--- src/rtl/mannix_mem_arb.sv ---
// mannix_mem_arb: N-client read arbiter for the mannix memory farm.
// Fixed priority with starvation escape or round-robin selection, one
// memory read port, in-order response routing via a tag FIFO.
module mannix_mem_arb #(
    parameter int NUM_CLIENTS     = 5,
    parameter int ADDR_WIDTH      = 19,
    parameter int DATA_WIDTH      = 32,
    parameter int MAX_OUTSTANDING = 4,
    parameter int STARVE_LIMIT    = 15,
    parameter int IDX_W           = $clog2(NUM_CLIENTS)
) (
    input  logic                              clk,
    input  logic                              rst,
    input  logic                              cfg_mode,
    input  logic [IDX_W-1:0]                  cfg_prio_client,
    input  logic [NUM_CLIENTS-1:0]            cl_req,
    input  logic [NUM_CLIENTS*ADDR_WIDTH-1:0] cl_addr,
    output logic [NUM_CLIENTS-1:0]            cl_gnt,
    output logic [NUM_CLIENTS-1:0]            cl_rvalid,
    output logic [DATA_WIDTH-1:0]             cl_rdata,
    output logic                              mem_req,
    output logic [ADDR_WIDTH-1:0]             mem_addr,
    input  logic                              mem_gnt,
    input  logic                              mem_rvalid,
    input  logic [DATA_WIDTH-1:0]             mem_rdata,
    output logic                              busy,
    output logic                              err_unexp_rsp
);

    localparam int PTR_W = (MAX_OUTSTANDING > 1) ? $clog2(MAX_OUTSTANDING) : 1;
    localparam int CNT_W = $clog2(MAX_OUTSTANDING + 1);

    typedef enum logic {
        ST_ARB,
        ST_ISSUE
    } state_t;

    state_t                  state_q, state_d;
    logic [IDX_W-1:0]        win_id_q, win_id_d;
    logic [ADDR_WIDTH-1:0]   addr_q, addr_d;
    logic [IDX_W-1:0]        rr_ptr_q;
    logic [7:0]              wait_q [NUM_CLIENTS];
    logic [IDX_W-1:0]        tag_mem_q [MAX_OUTSTANDING];
    logic [PTR_W-1:0]        wr_ptr_q, rd_ptr_q;
    logic [CNT_W-1:0]        count_q;
    logic                    err_q;

    logic                    fifo_full, fifo_empty;
    logic                    push, pop;
    logic [IDX_W-1:0]        sel_fixed, sel_rr, win_sel;
    logic [NUM_CLIENTS-1:0]  prio_shift;

    assign fifo_full  = (count_q == CNT_W'(MAX_OUTSTANDING));
    assign fifo_empty = (count_q == '0);
    assign push       = mem_req && mem_gnt;
    assign pop        = mem_rvalid && !fifo_empty;
    // Shifting past the top yields zero, so an out-of-range priority index
    // simply never requests and falls through to lowest-index selection.
    assign prio_shift = cl_req >> cfg_prio_client;

    // Candidate winners for both modes
    always_comb begin
        logic found;
        int unsigned idx;
        sel_fixed = '0;
        found     = 1'b0;
        for (int unsigned i = 0; i < NUM_CLIENTS; i++) begin
            if (!found && cl_req[i] && (wait_q[i] >= 8'(STARVE_LIMIT))) begin
                sel_fixed = IDX_W'(i);
                found     = 1'b1;
            end
        end
        if (!found && prio_shift[0]) begin
            sel_fixed = cfg_prio_client;
            found     = 1'b1;
        end
        for (int unsigned i = 0; i < NUM_CLIENTS; i++) begin
            if (!found && cl_req[i]) begin
                sel_fixed = IDX_W'(i);
                found     = 1'b1;
            end
        end
        sel_rr = '0;
        found  = 1'b0;
        for (int unsigned k = 1; k <= NUM_CLIENTS; k++) begin
            idx = (32'(rr_ptr_q) + k) % NUM_CLIENTS;
            if (!found && cl_req[idx]) begin
                sel_rr = IDX_W'(idx);
                found  = 1'b1;
            end
        end
        win_sel = cfg_mode ? sel_rr : sel_fixed;
    end

    // State, winner and address registers
    always_ff @(posedge clk) begin
        if (rst) begin
            state_q  <= ST_ARB;
            win_id_q <= '0;
            addr_q   <= '0;
        end else begin
            state_q  <= state_d;
            win_id_q <= win_id_d;
            addr_q   <= addr_d;
        end
    end

    // Next-state: select in ARB, hold request in ISSUE until accepted
    always_comb begin
        state_d  = state_q;
        win_id_d = win_id_q;
        addr_d   = addr_q;
        case (state_q)
            ST_ARB: begin
                if ((|cl_req) && !fifo_full) begin
                    win_id_d = win_sel;
                    addr_d   = cl_addr[win_sel*ADDR_WIDTH +: ADDR_WIDTH];
                    state_d  = ST_ISSUE;
                end
            end
            ST_ISSUE: begin
                if (mem_gnt) begin
                    state_d = ST_ARB;
                end
            end
            default: state_d = ST_ARB;
        endcase
    end

    // Outputs: memory request, grant pulse, response routing, status
    always_comb begin
        mem_req   = (state_q == ST_ISSUE);
        mem_addr  = addr_q;
        cl_gnt    = '0;
        if (mem_req && mem_gnt) begin
            cl_gnt[win_id_q] = 1'b1;
        end
        cl_rvalid = '0;
        if (pop) begin
            cl_rvalid[tag_mem_q[rd_ptr_q]] = 1'b1;
        end
        cl_rdata      = mem_rdata;
        busy          = (state_q == ST_ISSUE) || !fifo_empty;
        err_unexp_rsp = err_q;
    end

    // Tag FIFO pointers and occupancy; simultaneous push and pop both apply
    always_ff @(posedge clk) begin
        if (rst) begin
            wr_ptr_q <= '0;
            rd_ptr_q <= '0;
            count_q  <= '0;
        end else begin
            if (push) begin
                wr_ptr_q <= (wr_ptr_q == PTR_W'(MAX_OUTSTANDING - 1)) ? '0 : wr_ptr_q + 1'b1;
            end
            if (pop) begin
                rd_ptr_q <= (rd_ptr_q == PTR_W'(MAX_OUTSTANDING - 1)) ? '0 : rd_ptr_q + 1'b1;
            end
            if (push && !pop) begin
                count_q <= count_q + 1'b1;
            end else if (pop && !push) begin
                count_q <= count_q - 1'b1;
            end
        end
    end

    // Tag FIFO storage
    always_ff @(posedge clk) begin
        if (push) begin
            tag_mem_q[wr_ptr_q] <= win_id_q;
        end
    end

    // Saturating per-client wait counters and round-robin pointer
    always_ff @(posedge clk) begin
        if (rst) begin
            rr_ptr_q <= IDX_W'(NUM_CLIENTS - 1);
            for (int unsigned i = 0; i < NUM_CLIENTS; i++) begin
                wait_q[i] <= '0;
            end
        end else begin
            if (push) begin
                rr_ptr_q <= win_id_q;
            end
            for (int unsigned i = 0; i < NUM_CLIENTS; i++) begin
                if (!cl_req[i] || cl_gnt[i]) begin
                    wait_q[i] <= '0;
                end else if (!((state_q == ST_ISSUE) && (win_id_q == IDX_W'(i)))
                             && (wait_q[i] != '1)) begin
                    wait_q[i] <= wait_q[i] + 1'b1;
                end
            end
        end
    end

    // Sticky flag for responses arriving with nothing outstanding
    always_ff @(posedge clk) begin
        if (rst) begin
            err_q <= 1'b0;
        end else if (mem_rvalid && fifo_empty) begin
            err_q <= 1'b1;
        end
    end

endmodule
--- config.mk ---
export PLATFORM = sky130hd
export DESIGN_NAME = mannix_mem_arb
export DESIGN_NICKNAME = d
export VERILOG_FILES = /design/src/rtl/mannix_mem_arb.sv
export SDC_FILE = /design/constraint.sdc
export NUM_CORES = 1
export LEC_CHECK = 0
export ABC_AREA = 0
export CAP_MARGIN = 5
export CORE_MARGIN = 3
export CORE_UTILIZATION = 40
export DETAILED_ROUTE_END_ITERATION = 10
export PLACE_DENSITY = 0.68
export SYNTH_ARGS = -nofsm -noshare
export SYNTH_HDL_FRONTEND = slang
export SYNTH_SLANG_ARGS = --single-unit
--- constraint.sdc ---
create_clock -name clk -period 5.1 [get_ports clk]
set_input_delay 1.02 -clock clk [delete_from_list [all_inputs] [get_ports clk]]
set_output_delay 1.02 -clock clk [all_outputs]
set_load 0.05 [all_outputs]
==> impl_metrics.json <==
{
  "setup_viol": 0,
  "yosys_warnings": 0,
  "power_density_nw_per_um2": 400.3,
  "htreeDepth": 3,
  "hold_class": "reg -> reg",
  "synth-async-reset-ratio_pct": 0,
  "detail-route-antenna-nets": 0,
  "placeableCoreArea_um2": 19020,
  "die_y_um": 146.3,
  "clockBufferDepth": 2,
  "layout_common_cells": "clkdlybuf4s50_1 (138), nor2_1 (109), nand2_1 (87)",
  "path_clk_slew_ns": 0.07,
  "clock-sinks": 88,
  "place_hpwl_mm": 16.41,
  "leakage_nw": 3.679,
  "crit_fanout": 17,
  "worstPathRequired_ns": 5.31,
  "initial_core_util_pct": 41.41,
  "min_period_ns": 4.766,
  "grt_pass1_wl_mm": 35.99,
  "drc": 0,
  "clock-root-buffer": "clkbuf_16",
  "post_drt_wl_per_cell_um": 17.51,
  "internal-power_w": 0.002211,
  "maxCapViolCount": 0,
  "areaGrowthSynthToFinish_pct": 23.97,
  "fin_util_pct": 51.34,
  "grt_max_degree": 39,
  "vias": 7136,
  "routed_wl_mm": 22.21,
  "fmax_ghz": 0.2098,
  "status": "complete, no violations",
  "hold_violations": 0,
  "layout-drive-gt1-share_pct": 11.92,
  "die_area_um2": 21410,
  "synthDistinctLibCells": 80,
  "rows": 50,
  "globalRouteOverflowTotal": 0,
  "ctsHoldBuffers": 0,
  "final.period_utilization_pct": 93.46,
  "timing_worst_setup_path_type": "reg -> reg",
  "critPathCaptureType": "flop",
  "start_kind": "flop",
  "seq_area_frac_synth_pct": 28.98,
  "gp_congestion": 0.9026,
  "combPwrFrac_pct": 55.1,
  "final_common_cell": "clkdlybuf4s50_1",
  "synth_ff_type": "edfxtp_1",
  "place_ws_ns": -0.01641,
  "p_switching_w": 0.001698,
  "drtIter0Drc": 534,
  "grt_pass1_vias": 6935,
  "cts_buffers": 9,
  "synth-edff-count": 52,
  "syn_inst": 903,
  "track_usage_pct": 20.15,
  "post_drt_via_cell_ratio": 5.628,
  "antenna_found_initial": 1,
  "timing.slew.headroom_pct": 38.07,
  "nFillCells": 1811,
  "synthesis.area_um2": 7876,
  "p_sw_share_pct": 43.43,
  "port_buffers": 139,
  "ir_worst_vdd_uv": 309.2,
  "pwr-share-seq_pct": 26.8,
  "final_nets": 1177,
  "ys_ff_latch": 88,
  "cts_tree": "built",
  "fin_skew_ns": 0.004556,
  "die_w_um": 146.3,
  "slew_violations": 0,
  "syn_nets": 1078,
  "fin_ws_ns": 0.3336,
  "clkLatencyLatePin_ns": 0.34,
  "arrival_ns": 4.97,
  "p_clk_share_pct": 18.1,
  "syn_avg_cell_area_um2": 8.722,
  "firstDrtPassIters": 5,
  "io_pins": 204,
  "worstMarginPinSlew_ns": 0.9233
}
-- area by class of cell --
class / count / area [um^2] / share of cell area (%)
Sequential cell: 88 / 2282 / 23.37
Clock buffer: 10 / 229.0 / 2.345
Inverter: 32 / 120.1 / 1.230
Timing Repair Buffer: 171 / 1663 / 17.03
Clock inverter: 6 / 83.83 / 0.8585
Tap cell: 260 / 325.3 / 3.332
Multi-Input combinational cell: 700 / 5059 / 51.81
Antenna cell: 1 / 2.502 / 0.02563
-- kinds of logic after synthesis --
logic type	after synthesis	synth area share, %
muxes	48	7.307
and+or+nand+nor	369	23.51
buffers and inverters	115	7.800
DFF	88	28.98
adders and majority gates	35	5.655
xor gates and xnor gates	39	4.527
AOI/OAI and AO/OA	209	22.22
-- cell usage after synthesis (21+ instances only) --
library cell / count / area [um^2]
ha_1: 34 / 425.4
nand3_1: 25 / 125.1
inv_1: 30 / 112.6
buf_4: 36 / 270.3
a311o_1: 21 / 210.2
nand2b_1: 28 / 175.2
nor2_1: 110 / 412.9
nor2b_1: 37 / 231.5
edfxtp_1: 52 / 1562
nand2_1: 87 / 326.6
mux2i_1: 35 / 350.3
o21ai_0: 22 / 110.1
dfxtp_1: 36 / 720.7
clkbuf_1: 26 / 97.59
a21oi_1: 37 / 185.2
-- per-layer routing --
layer	share of wire, %	wire length, um	vias up	global-route usage [%]
met4	1.8	410	0	5.268
met5	0	0	-	0
met1	46	10130	3408	27.33
met3	5.0	1112	31	3.755
li1	-	-	3508	-
met2	48	10560	189	33.18
-- path summary, 6_finish.rpt --
path,end,startpoint,cells past startpoint,slack [ns]
setup / recovery,mem_addr[1],rr_ptr_q[2],19,0.33
hold / removal,err_unexp_rsp,err_unexp_rsp,2,0.47
setup reg to reg,mem_addr[1],rr_ptr_q[2],19,0.33
hold reg to reg,err_unexp_rsp,err_unexp_rsp,2,0.47
-- worst max-delay path, stage by stage, from the launching register on --
cell,delay (ns)
dfxtp_1,0.42
buf_4,0.32
ha_1,0.35
a21oi_1,0.09
xnor2_1,0.17
inv_1,0.16
ha_1,0.26
nor2b_1,0.19
o21ai_0,0.11
a211oi_2,0.22
buf_4,0.18
mux2_2,0.34
o32a_1,0.34
and2_1,0.17
o21ai_1,0.14
a211o_1,0.20
and2_1,0.16
buf_4,0.31
mux2i_1,0.34
a311oi_1,0.13
-- state kept, by name, summed over array words and instances, names as in the netlist, named ones only --
name           cells
count_q            3
err_unexp_rsp      1
mem_addr          19
mem_req            1
rd_ptr_q           2
rr_ptr_q           3
tag_mem_q         12
wait_q            40
win_id_q           3
wr_ptr_q           2
-- what timing repair did --
item / in CTS / in global routing
pin swaps: 1 / 3
setup endpoints to repair: 19 / 20
buffers inserted: 1 / 4
gates resized for setup: 0 / 12
-- power by group through the flow --
| stage | combinational (W) | sequential, W | clock, W |
|---|---|---|---|
| floorplan | 0.00143 | 0.00122 | 0 |
| global placement | 0.00208 | 0.00105 | 0 |
| detailed placement | 0.00210 | 0.00106 | 0 |
| CTS | 0.00212 | 0.00105 | 0.000721 |
| global route | 0.00232 | 0.00107 | 0.000751 |
| finish | 0.00215 | 0.00105 | 0.000708 |
-- stage by stage --
stage,instance area (um^2),total power (W),hold slack (ns),instances,setup TNS [ns]
CTS,9661,0.003883,0.4758,1263,0
finish,9764,0.003909,0.4724,1268,0
global placement,9328,0.003132,0.4502,1246,0
floorplan,7876,0.002651,0.4583,903,0
detailed placement,9328,0.003161,0.4584,1246,-0.02564
global route,9764,0.004147,0.5168,1268,-0.1041
(Power assumes the default switching activity.)
